<file path="config.mk">
export PLATFORM = sky130hd
export DESIGN_NAME = serial_div_qr
export DESIGN_NICKNAME = d
export VERILOG_FILES = /design/src/rtl/serial_div_qr.sv
export SDC_FILE = /design/constraint.sdc
export NUM_CORES = 1
export LEC_CHECK = 0
export CORE_MARGIN = 4
export CORE_UTILIZATION = 25
export CTS_BUF_LIST = sky130_fd_sc_hd__clkbuf_4 sky130_fd_sc_hd__clkbuf_8 sky130_fd_sc_hd__clkbuf_16
export CTS_CLUSTER_DIAMETER = 80
export CTS_CLUSTER_SIZE = 24
export DETAILED_ROUTE_END_ITERATION = 16
export HOLD_SLACK_MARGIN = 0.06
export PLACE_DENSITY = 0.47
export SKIP_CTS_REPAIR_TIMING = 1
export SLEW_MARGIN = 40
export SYNTH_ARGS = -nofsm -noshare
export SYNTH_HDL_FRONTEND = slang
export SYNTH_SLANG_ARGS = --single-unit
</file>
<file path="constraint.sdc">
create_clock -name clk -period 5.1 [get_ports clk]
set_input_delay 1.02 -clock clk [delete_from_list [all_inputs] [get_ports clk]]
set_output_delay 1.02 -clock clk [all_outputs]
set_load 0.05 [all_outputs]
</file>
<file path="src/rtl/serial_div_qr.sv">
// Radix-2 restoring serial divider: one quotient bit per clock, optional signed
// mode, independent valid/ready handshakes on both operands and on the result.
module serial_div_qr #(
    parameter int WIDTH     = 8,
    parameter bit SIGNED_EN = 1'b1
) (
    input  logic             clk,
    input  logic             asyn_reset,
    input  logic [WIDTH-1:0] x,
    input  logic             sgn,
    input  logic             data_x_vld,
    output logic             data_x_rdy,
    input  logic [WIDTH-1:0] y,
    input  logic             data_y_vld,
    output logic             data_y_rdy,
    output logic [WIDTH-1:0] quotient,
    output logic [WIDTH-1:0] remainder,
    output logic             div_by_zero,
    output logic             overflow,
    output logic             d_out_vld,
    input  logic             d_out_rdy
);

    localparam int CW = $clog2(WIDTH);
    localparam logic [WIDTH-1:0] MIN = {1'b1, {(WIDTH-1){1'b0}}};

    typedef enum logic [2:0] {IDLE, PREP, ITER, FIXUP, DONE} state_t;

    state_t           state;
    logic             run;
    logic             got_x;
    logic             got_y;
    logic [WIDTH-1:0] xr;
    logic [WIDTH-1:0] yr;
    logic             sr;
    logic             neg_x;
    logic             neg_y;
    logic [WIDTH-1:0] a;
    logic [WIDTH-1:0] ay;
    logic [WIDTH-1:0] r;
    logic [WIDTH-1:0] q;
    logic [CW-1:0]    cnt;

    logic             s;
    logic             x_fire;
    logic             y_fire;
    logic [WIDTH:0]   rs;
    logic             ge;

    // run holds both rdy low until the first clock after reset release
    assign data_x_rdy = run & (state == IDLE) & !got_x;
    assign data_y_rdy = run & (state == IDLE) & !got_y;
    assign x_fire     = data_x_vld & data_x_rdy;
    assign y_fire     = data_y_vld & data_y_rdy;
    assign s          = sr & SIGNED_EN;
    assign rs         = {r, a[WIDTH-1]};
    assign ge         = rs >= {1'b0, ay};

    always_ff @(posedge clk or negedge asyn_reset) begin
        if (!asyn_reset) begin
            state       <= IDLE;
            run         <= 1'b0;
            got_x       <= 1'b0;
            got_y       <= 1'b0;
            xr          <= '0;
            yr          <= '0;
            sr          <= 1'b0;
            neg_x       <= 1'b0;
            neg_y       <= 1'b0;
            a           <= '0;
            ay          <= '0;
            r           <= '0;
            q           <= '0;
            cnt         <= '0;
            quotient    <= '0;
            remainder   <= '0;
            div_by_zero <= 1'b0;
            overflow    <= 1'b0;
            d_out_vld   <= 1'b0;
        end else begin
            run <= 1'b1;
            case (state)
                IDLE: begin
                    if (x_fire) begin
                        xr    <= x;
                        sr    <= sgn;
                        got_x <= 1'b1;
                    end
                    if (y_fire) begin
                        yr    <= y;
                        got_y <= 1'b1;
                    end
                    if ((got_x | x_fire) & (got_y | y_fire))
                        state <= PREP;
                end
                PREP: begin
                    div_by_zero <= 1'b0;
                    overflow    <= 1'b0;
                    neg_x       <= s & xr[WIDTH-1];
                    neg_y       <= s & yr[WIDTH-1];
                    a           <= (s & xr[WIDTH-1]) ? -xr : xr;
                    ay          <= (s & yr[WIDTH-1]) ? -yr : yr;
                    r           <= '0;
                    q           <= '0;
                    cnt         <= '0;
                    if (yr == '0) begin
                        quotient    <= '1;
                        remainder   <= xr;
                        div_by_zero <= 1'b1;
                        d_out_vld   <= 1'b1;
                        state       <= DONE;
                    end else begin
                        state <= ITER;
                    end
                end
                ITER: begin
                    r   <= ge ? WIDTH'(rs - {1'b0, ay}) : rs[WIDTH-1:0];
                    q   <= {q[WIDTH-2:0], ge};
                    a   <= a << 1;
                    cnt <= cnt + 1'b1;
                    if (cnt == CW'(WIDTH - 1))
                        state <= FIXUP;
                end
                FIXUP: begin
                    // MIN / -1 yields MIN naturally; only the flag needs raising
                    quotient  <= (neg_x ^ neg_y) ? -q : q;
                    remainder <= neg_x ? -r : r;
                    overflow  <= neg_x & neg_y & (xr == MIN) & (yr == '1);
                    d_out_vld <= 1'b1;
                    state     <= DONE;
                end
                DONE: begin
                    if (d_out_rdy) begin
                        d_out_vld <= 1'b0;
                        got_x     <= 1'b0;
                        got_y     <= 1'b0;
                        state     <= IDLE;
                    end
                end
                default: state <= IDLE;
            endcase
        end
    end

endmodule

</file>
==> flow_summary.json <==
{
  "num_rows": 46,
  "gp_congestion": 0.8279,
  "hold_depth": 2,
  "netlist_instances": 405,
  "r2r_slack_ns": 2.65,
  "yosysTopAreaCellShare_pct": 48.51,
  "netlist_area_um2": 4075,
  "max_stage_delay_ns": 0.82,
  "synth_cell_types": 47,
  "synth_edf_count": 0,
  "grt_max_degree": 80,
  "finalPower_uw": 3502,
  "start_util_pct": 25.56,
  "clock-sinks": 79,
  "rsz0062_at_grt": "no",
  "area_growth_pct": 23.92,
  "hold_end": "ay[5]",
  "clock_skew_ns": 0.01307,
  "yosysTopAreaCell": "dfrtp_1",
  "die_area_um2": 18410,
  "fin_setup_tns_ns": 0,
  "ys_ff_latch": 79,
  "layout_commonest_cell": "dfrtp_1",
  "wirelength_um": 9944,
  "cts_tree": "done",
  "hold_viol": 0,
  "finalCritPeriodShare_pct": 63.58,
  "n_fill_cell": 1664,
  "cp_max_fo": 10,
  "grt_usage_pct": 11.26,
  "drcViolationCount": 0,
  "path_cells": "nor2_1, nand3b_1, nor2_1, clkdlybuf4s50_1",
  "cts_max_level": 3,
  "die_w_um": 135.7,
  "clkLatencyLatePin_ns": 0.35,
  "p_leak_uw": 0.002152,
  "avgViaCountPerCell": 4.666,
  "tightest_slew_ns": 0.6985,
  "critPathBufInv": 1,
  "layout_common_cells": "79 x dfrtp_1, 48 x nand2_1, 41 x clkdlybuf4s50_1",
  "path_clk_slew_ns": 0.07,
  "firstDrtPassIters": 4,
  "pre_cts_ws_ns": 2.251,
  "ys.flop_type": "dfrtp_1",
  "design_area_um2": 5050,
  "syn_area_per_cell_um2": 10.06,
  "placed_area_um2": 4716,
  "final_max_slew_viol_count": 0,
  "n_antenna_cell": 0,
  "drv_cap": 0,
  "ant_nets": 0,
  "die_h_um": 135.7,
  "first_global_vias": 3006,
  "run_status": "finished clean",
  "arrival_ns": 2.22,
  "ios": 43,
  "crit_family": "buffers and inverters",
  "port_buffers": 42,
  "hp-class": "register to register",
  "hpwl_um": 7022,
  "async_flop_share_pct": 100.0,
  "ys_seq_area_share_pct": 48.51,
  "critPathLaunchType": "register",
  "numCtsBuffers": 9,
  "yosys-top-cells-area": "dfrtp_1 49%, ha_1 4.9%, mux2_2 4.7%, nand2_1 4.4%, o21ai_0 4.3%",
  "post-route-min-period_ns": 3.242,
  "final_net_count": 483,
  "cp-end-kind": "output port",
  "clk_path_buf_depth": 2,
  "r2r_end": "r[4]",
  "grt_pass1_wl_um": 16130,
  "root_buffer": "clkbuf_16",
  "synth_nets": 444,
  "drive_above_1_share_pct": 9.131,
  "cp_slowest_cell": "clkdlybuf4s50_1",
  "dr.first_iter.drc_count": 226,
  "crit_type": "register to output port",
  "crit_required_ns": 4.08,
  "min_from": "ay[5]",
  "core_um2": 15940,
  "rr_worst_depth": 8,
  "ir_drop_v": 0.0002578,
  "vias": 3103,
  "p_per_area_nw_per_um2": 693.5,
  "yosys_warnings": 0,
  "timing.fmax_mhz": 308.4,
  "wl_per_cell_um": 14.95,
  "setup_violations": 0,
  "reg2reg_from": "r[2]",
  "antenna_found_initial": 0,
  "cpMostUsedCell": "nor2_1",
  "fin_ws_ns": 1.858,
  "grt-ovfl-total": 0,
  "slew_headroom_pct": 53.43
}
## metrics by stage
step	std cells	util (%)	hold slack, ns
detailed placement	649	29.58	0.4776
CTS	665	31.65	0.4912
global placement	649	29.54	0.4706
floorplan	405	-	0.4498
finish	665	31.67	0.4825
global route	665	31.67	0.5135
## kinds of logic after synthesis
group                      after synthesis  share of synthesized area, %
muxes                                   30                         7.890
buffers and inverters                   33                         3.254
DFF                                     79                         48.51
adders and majority gates               17                         5.404
xor gates and xnor gates                25                         5.373
and+or+nand+nor                        115                         12.71
AOI/OAI and AO/OA                      105                         16.76
other                                    1                       0.09202
## sequential cells by signal (all words and copies together), names as in the netlist, 3 cells and up
| register | cells |
|---|---|
| quotient | 8 |
| q | 8 |
| r | 8 |
| state | 3 |
| yr | 8 |
| a | 8 |
| ay | 8 |
| cnt | 3 |
| xr | 8 |
| remainder | 8 |
## how the worst max path moves through the flow
stage	endpoint	cells after the start	start
after global placement	data_y_rdy	4	state[1]
final	data_y_rdy	4	state[1]
after detailed placement	data_y_rdy	4	state[1]
after floorplan	data_x_rdy	4	state[1]
after global routing	data_x_rdy	4	state[1]
after CTS	data_y_rdy	4	state[1]
## power breakdown
| group | switching [uW] | internal, uW |
|---|---|---|
| Clock | 263 | 444 |
| Sequential | 284 | 875 |
| Combinational | 959 | 676 |
| Total | 1510 | 2000 |
## synth_stat cells, types with 2 or more instances
master    number
a211oi_1       2
a21oi_1       17
a221o_1        2
a22o_1        10
a22oi_1        8
a31oi_1        3
and2_1         2
clkbuf_1      14
dfrtp_1       79
ha_1          16
inv_1         17
mux2_2        17
mux2i_1       13
nand2_1       48
nand2b_1       3
nand3_1        5
nand3b_1       2
nand4_1        2
nor2_1        33
nor2b_1        4
nor3_1         8
nor4_1         2
o211a_1        2
o21a_1         4
o21ai_0       35
o21ai_1        4
o311ai_0       2
o31a_1         2
o31ai_1        5
o41ai_1        3
or4_1          2
xnor2_1       16
xor2_1         9
## layer usage
| layer | up-vias | part of all wire (%) | global-route usage, % | wire length (um) |
|---|---|---|---|---|
| li1 | 1514 | - | - | - |
| met2 | 67 | 46 | 17.09 | 4583 |
| met1 | 1515 | 47 | 15.16 | 4696 |
| met5 | - | 0 | 0 | 0 |
| met4 | 0 | 1.1 | 3.191 | 114 |
| met3 | 7 | 5.5 | 4.049 | 548 |
## worst min-delay path, delay by kind of cell (launching register included)
family          cells  cell delay (ns)
flops               1             0.34
simple gates        1             0.05
compound gates      1             0.06
## cell type report
class | instances | area (um2) | share of cell area (%)
Clock inverter | 6 | 91.34 | 1.809
Tap cell | 216 | 270.3 | 5.352
Multi-Input combinational cell | 293 | 1969 | 39.00
Clock buffer | 10 | 239.0 | 4.732
Timing Repair Buffer | 44 | 439.2 | 8.697
Sequential cell | 79 | 1977 | 39.15
Inverter | 17 | 63.81 | 1.264
(Power assumes the default switching activity.)
